--- src/rtl/gpr_file_sb.sv ---
// gpr_file_sb
//   Parametrised general-register file with an integrated write scoreboard.
//   Decode reserves a destination register (RESV/RD) and the busy bit lets it
//   detect RAW hazards on the read ports; writeback (EN/RW/PW) stores the data
//   and retires the reservation.
//
// Parameters
//   DW      data width
//   AW      address width (depth = 2**AW)
//   NRP     number of read ports (1..4)
//   BYPASS  1: a same-cycle write is forwarded to matching read ports
//   ZERO_R0 1: R0 reads as zero and is never written or reserved
//
// Ports
//   CLK       clock, rising edge
//   RST_N     asynchronous active-low reset
//   RA        packed read addresses, port i at RA[i*AW +: AW]
//   PO        packed read data,      port i at PO[i*DW +: DW]
//   BUSY      per-port pending-write flag for the addressed register
//   PW/RW/EN  write data / address / enable (EN also retires busy[RW])
//   RESV/RD   reservation request and register to reserve
//   RESV_ACK  reservation accepted this cycle
module gpr_file_sb #(
  parameter int unsigned DW      = 32,
  parameter int unsigned AW      = 5,
  parameter int unsigned NRP     = 2,
  parameter int unsigned BYPASS  = 1,
  parameter int unsigned ZERO_R0 = 1
) (
  input  logic              CLK,
  input  logic              RST_N,
  input  logic [NRP*AW-1:0] RA,
  output logic [NRP*DW-1:0] PO,
  output logic [NRP-1:0]    BUSY,
  input  logic [DW-1:0]     PW,
  input  logic [AW-1:0]     RW,
  input  logic              EN,
  input  logic              RESV,
  input  logic [AW-1:0]     RD,
  output logic              RESV_ACK
);

  localparam int unsigned DEPTH  = 2 ** AW;
  localparam bit          HAS_R0 = (ZERO_R0 != 0);
  localparam bit          HAS_BP = (BYPASS != 0);

  logic [DW-1:0]    regs [DEPTH];
  logic [DEPTH-1:0] busy;
  logic             rd_is_zero;

  assign rd_is_zero = HAS_R0 && (RD == '0);

  // Reservation acceptance: a busy register can still be reserved when it is
  // retired in the same cycle. A hardwired R0 is always accepted, never marked.
  always_comb begin
    RESV_ACK = 1'b0;
    if (rd_is_zero) begin
      RESV_ACK = RESV;
    end else begin
      RESV_ACK = RESV && (!busy[RD] || (EN && (RW == RD)));
    end
  end

  // Storage and busy bit per register
  for (genvar g = 0; g < DEPTH; g++) begin : g_reg
    localparam logic [AW-1:0] IDX = AW'(g);

    if (HAS_R0 && (g == 0)) begin : g_zero
      assign regs[g] = '0;
      assign busy[g] = 1'b0;
    end else begin : g_flop
      logic [DW-1:0] q;
      logic          b;
      logic          wr_hit;
      logic          rs_hit;

      assign wr_hit = EN && (RW == IDX);
      assign rs_hit = RESV_ACK && (RD == IDX);

      always_ff @(posedge CLK or negedge RST_N) begin
        if (!RST_N) begin
          q <= '0;
          b <= 1'b0;
        end else begin
          if (wr_hit) begin
            q <= PW;
          end
          // Reservation has priority over a same-cycle retire of the register.
          if (rs_hit) begin
            b <= 1'b1;
          end else if (wr_hit) begin
            b <= 1'b0;
          end
        end
      end

      assign regs[g] = q;
      assign busy[g] = b;
    end
  end

  // Read ports
  for (genvar p = 0; p < NRP; p++) begin : g_port
    logic [AW-1:0] ra;
    logic [DW-1:0] po;
    logic          bz;

    assign ra = RA[p*AW +: AW];

    always_comb begin
      po = regs[ra];
      bz = busy[ra];
      if (HAS_R0 && (ra == '0)) begin
        po = '0;
        bz = 1'b0;
      end else if (HAS_BP && EN && (RW == ra)) begin
        po = PW;
        bz = 1'b0;
      end
      // Stored state is already clear during reset; this also blocks bypass.
      if (!RST_N) begin
        po = '0;
        bz = 1'b0;
      end
    end

    assign PO[p*DW +: DW] = po;
    assign BUSY[p]        = bz;
  end

endmodule

--- config.mk ---
export PLATFORM = sky130hd
export DESIGN_NAME = gpr_file_sb
export DESIGN_NICKNAME = d
export VERILOG_FILES = /design/src/rtl/gpr_file_sb.sv
export SDC_FILE = /design/constraint.sdc
export NUM_CORES = 2
export LEC_CHECK = 0
export BUFFER_PORTS_ARGS = -buffer_cell sky130_fd_sc_hd__buf_2
export CORE_MARGIN = 5
export CORE_UTILIZATION = 23
export CTS_BUF_LIST = sky130_fd_sc_hd__clkbuf_16
export DETAILED_ROUTE_END_ITERATION = 16
export HOLD_SLACK_MARGIN = 0.1
export PLACE_DENSITY = 0.36
export SLEW_MARGIN = 10
export SYNTH_ARGS = -nofsm -noshare
export SYNTH_HDL_FRONTEND = slang
export SYNTH_SLANG_ARGS = --single-unit
--- constraint.sdc ---
create_clock -name CLK -period 5.3 [get_ports CLK]
set_input_delay 0.265 -clock CLK [delete_from_list [all_inputs] [get_ports CLK]]
set_output_delay 0.265 -clock CLK [all_outputs]
set_load 0.02 [all_outputs]
After elaboration in Yosys (flattened, before gate mapping):

Index checks and enable logic that the tools add are counted.

* register bits after elaboration: 1023
* latch bits: 0
* memory bits (writable): 0
* memory bits (read-only): 0
* output and inout bits: 67
* word-level logic and storage cells: 323
* memories kept: 0

* add/subtract/negate cells: 0
* multipliers: 0
* div/mod/pow operators: 0
* order comparisons: 5
* equality and inequality tests: 65
* shift operators: 0
* muxes and demuxes: 87
* bitwise operators: 2
* reductions and logical operators: 102

Operators with widths (number)
* binary-select mux 32 bit (select 5 bit): 2
* 2-to-1 mux 32 bit: 10
* equality test 5 bit, second input constant: 32
* equality test 5 x 4 -> 1 bit, second input constant: 16
* 2-to-1 mux 1 bit: 72
* logical AND 1 bit: 66
* nonzero test 2 bit: 31
* equality test 5 x 3 -> 1 bit, second input constant: 8
* equality test 5 x 2 -> 1 bit, second input constant: 4
* less-than comparator 5 x 6 -> 1 bit, second input constant: 3
* binary-select mux 1 bit (select 5 bit): 3
* equality test 5 bit: 3
* zero test 5 bit: 3
* >= comparator 6 bit, second input constant: 2
* inverter 5 -> 6 bit: 2
* equality test 5 x 1 -> 1 bit, second input constant: 2
* zero test 1 bit: 1
* logical OR 1 bit: 1

Longest topological paths before layout:

* word-level depth: 8
* depth in mapped cells: 10
* depth with buffers taken out: 5

Worst setup path after synthesis:

Ideal clock, no wire load.

* path kind: input to output
* start: input port RA[4]
* end: output port PO[0]
* arrival time: 2.184 ns
* required time: 5.035 ns
* setup slack: 2.851 ns
* stages on the path: 7
* path buffers: 2
* cell sequence: clkbuf_1 -> xnor2_1 -> nand4_1 -> o31ai_1 -> clkbuf_1 -> nor2_1 -> nor4_1

* word-level cells in the longest chain between the ends: 7
* elaborated cells between the ends (all ways): 10

RTL lines
* start: declaration: RTL line 32 `input logic [NRP*AW-1:0] RA,`
* inverter 5 -> 6 bit (implied by the code): RTL line 111 `po = regs[ra];`
* binary-select mux 32 bit (select 5 bit): RTL line 111
* 2-to-1 mux 32 bit (implied by the code) (2 in a row): RTL line 111
* 2-to-1 mux 32 bit: RTL line 116 `end else if (HAS_BP && EN && (RW == ra)) begin`
* 2-to-1 mux 32 bit (*): RTL line 113 `if (HAS_R0 && (ra == '0)) begin`
* 2-to-1 mux 32 bit (*): RTL line 121 `if (!RST_N) begin`
* end: declaration: RTL line 33 `output logic [NRP*DW-1:0] PO,`

Mark *: on every way between the ends. The rest lies on a longest branch, timed or not. The select of a mux whose other input is x is not followed.

Worst setup path after layout:

* start: input port EN
* end: output port PO[15]

* word-level cells in the longest chain between the ends: 4

RTL lines
* start: declaration: RTL line 37 `input logic EN,`
* logical AND 1 bit: RTL line 116
* 2-to-1 mux 32 bit: RTL line 116
* 2-to-1 mux 32 bit: RTL line 113
* 2-to-1 mux 32 bit: RTL line 121

No other way between the ends.

==> reports/metrics.cfg <==
[layout]
area_growth_pct=15.18
fin_cells=7161
most-common-layout-cells=1041 x mux2_2, 1023 x dfrtp_1, 482 x mux4_2, 139 x mux2i_1, 137 x clkbuf_16
fill_cells=24940
final_common_cell=mux2_2
fin_nets=3912
drive_gt1_share_pct=51.42

[floorplanning]
die_y_um=504.5
die-area_mm2=0.2545
initial_core_util_pct=23.12
core_area_mm2=0.2432
ioPinCount=123
rows=181
dieWidth_um=504.5

[clock_network]
path_clk_slew_ns=0.06
htreeDepth=4
cts_setup_buffers=0
cts_resized=0
cts-buffers-inserted=136
clock_sinks=1023
clk_latency_ns=0.80
cts.path.max_buffers=3
cts_tree=yes
ctsHoldBuffers=24
clockRootBuffer=clkbuf_16

[outcome]
outcome=finished clean

[synth]
ys_types=62
synth_compound_area_share_pct=4.597
syn_nets=3924
ys_seq_elements=1023
syn_avg_cell_area_um2=14.54
synthAdderAreaFrac_pct=0
yosys.area_share.xor_xnor_pct=0.2336
muxShareOfSynthArea_pct=43.52
syn_area_mm2=0.05623
synthCells=3868
synth_top_family_by_area=multiplexers
seq_area_frac_synth_pct=45.52
synth_edf_count=0
synth-simple-area-share_pct=2.334
yosysWarningCount=0
async_flop_share_pct=100.0
yosys_most_used_dff=dfrtp_1

[timing]
relSlewSlack_pct=20.11
fin_crit_ns=3.798
grt_setup_unrepaired=false
fin_skew_ns=0.02729
finalSetupTns_ns=0
setup_viol=0
post-route-period-util_pct=71.65
fmax_mhz=263.3
drv_slew=0
hold_viol=0
tightest_slew_ns=1.195

[global_routing]
grt_start_max_net_pins=138
grt_pass1_vias=38740
grtUsageTotal_pct=16.90
antenna_found_initial=13
grt_pass1_wl_um=311000
overflow=0

[routing]
drt_wl_total_um=217300
vias=35550
drc=0
drt_iter0_drc=2083
ant_nets=0
first_pass_iters=7
vias_per_cell=4.964
wl_per_cell_um=30.35

[run]
drv_cap=0

[placed_design]
hpwlAfterDp_um=129800
globalplace.congestion=0.7413
port_buffers=122
dp_cells=6896

[pwr]
leakagePower_nw=27.17
irDropWorstVdd_v=0.0003485
p_per_area_mw_per_mm2=374.6

[hold_path]
hp-class=primary input to flop

[worst_setup_path]
cp.arrival_ns=3.53
cp_max_fo=14
worst_setup_path_end_kind=output pin
cp-start-kind=primary input
critPathKind=primary input to output pin
ff2ff_setup_slack_ns=2.16
worstPathRequired_ns=5.04

worst paths after layout:
check	from	end	cells after the start
min in group asynchronous	RST_N	g_reg[6].g_flop.q[29]$_DFFE_PN0P_	3
max in group asynchronous	RST_N	g_reg[17].g_flop.q[13]$_DFFE_PN0P_	5
hold / removal	PW[27]	g_reg[5].g_flop.q[27]$_DFFE_PN0P_	2
hold reg to reg	g_reg[18].g_flop.q[28]$_DFFE_PN0P_	g_reg[18].g_flop.q[28]$_DFFE_PN0P_	1
setup reg to reg	g_reg[23].g_flop.b$_DFFE_PN0P_	g_reg[31].g_flop.b$_DFFE_PN0P_	7
setup / recovery	EN	PO[15]	11
logic make-up (layout without fill, tap and decap cells):
logic type	after synthesis	count (layout)
buf+inv	465	551
other cells	0	5
mux	1697	1697
xor+xnor	15	15
simple gates	268	268
flops	1023	1023
compound gates	400	400
layer usage:
metal,part of all wire (%),track usage (%),routed length [um],vias up
met5,0.0069,0,15,-
met4,2.7,4.620,5776,2
met3,2.9,2.267,6391,254
met2,52,30.13,111900,641
met1,43,21.43,93210,19700
li1,-,-,-,14950
power by group:
group,internal [mW],total (mW),switching (mW),leakage (nW)
clock network,4.85,8.63,3.78,2.14
logic,3.00,5.14,2.14,12.0
registers,9.37,10.5,1.12,13.1
Yosys cell counts (all sizes together), types with 30 or more instances:
library cell / n / area [um2]
a21oi: 127 / 635.6
o21ai: 56 / 280.3
mux2i: 139 / 1391
inv: 40 / 150.1
nor2: 104 / 390.4
nand2: 44 / 165.2
nor2b: 30 / 187.7
o22ai: 68 / 425.4
clkbuf: 199 / 747.0
a22oi: 34 / 255.2
a221oi: 31 / 271.5
buf: 226 / 1235
a211oi: 32 / 240.2
mux2: 1076 / 12230
dfrtp: 1023 / 25600
mux4: 482 / 10860
through the flow:
step                      area [um2]  power (mW)  util, %  hold slack, ns  worst slack [ns]
after floorplan                56230       14.12        -        -0.03059             2.851
after global placement         60440       15.75    24.85          0.1593             1.293
after detailed placement       60450       15.81    24.85          0.1614             1.367
after CTS                      64760       24.66    26.62          0.1001             1.360
after global routing           64760       25.51    26.63          0.1441             1.377
final                          64770       24.26    26.63          0.1662             1.502
registers in the layout, indices dropped and copies added (netlist names):
register / flops
g.g_flop.q: 992
g.g_flop.b: 31
worst max-delay path, cell delays in order:
cell           delay (ns)
dlygate4sd3_1        0.53
buf_2                0.27
nand4_1              0.12
buf_4                0.19
o31ai_4              0.20
buf_4                0.42
buf_4                0.32
nor2_1               0.09
nor4_1               0.66
buf_4                0.25
buf_2                0.17
area by class of cell:
type	count	area, um2	area share, %
multi-input combinational	2380	28830	44.51
clock inverter	99	638.1	0.9852
sequential	1023	25600	39.52
timing repair buffer	275	2105	3.249
antenna	5	12.51	0.01932
clock buffer	137	3428	5.293
inverter	40	151.4	0.2337
tap	3202	4006	6.186
No activity file was read; power rests on OpenSTA's default activity.
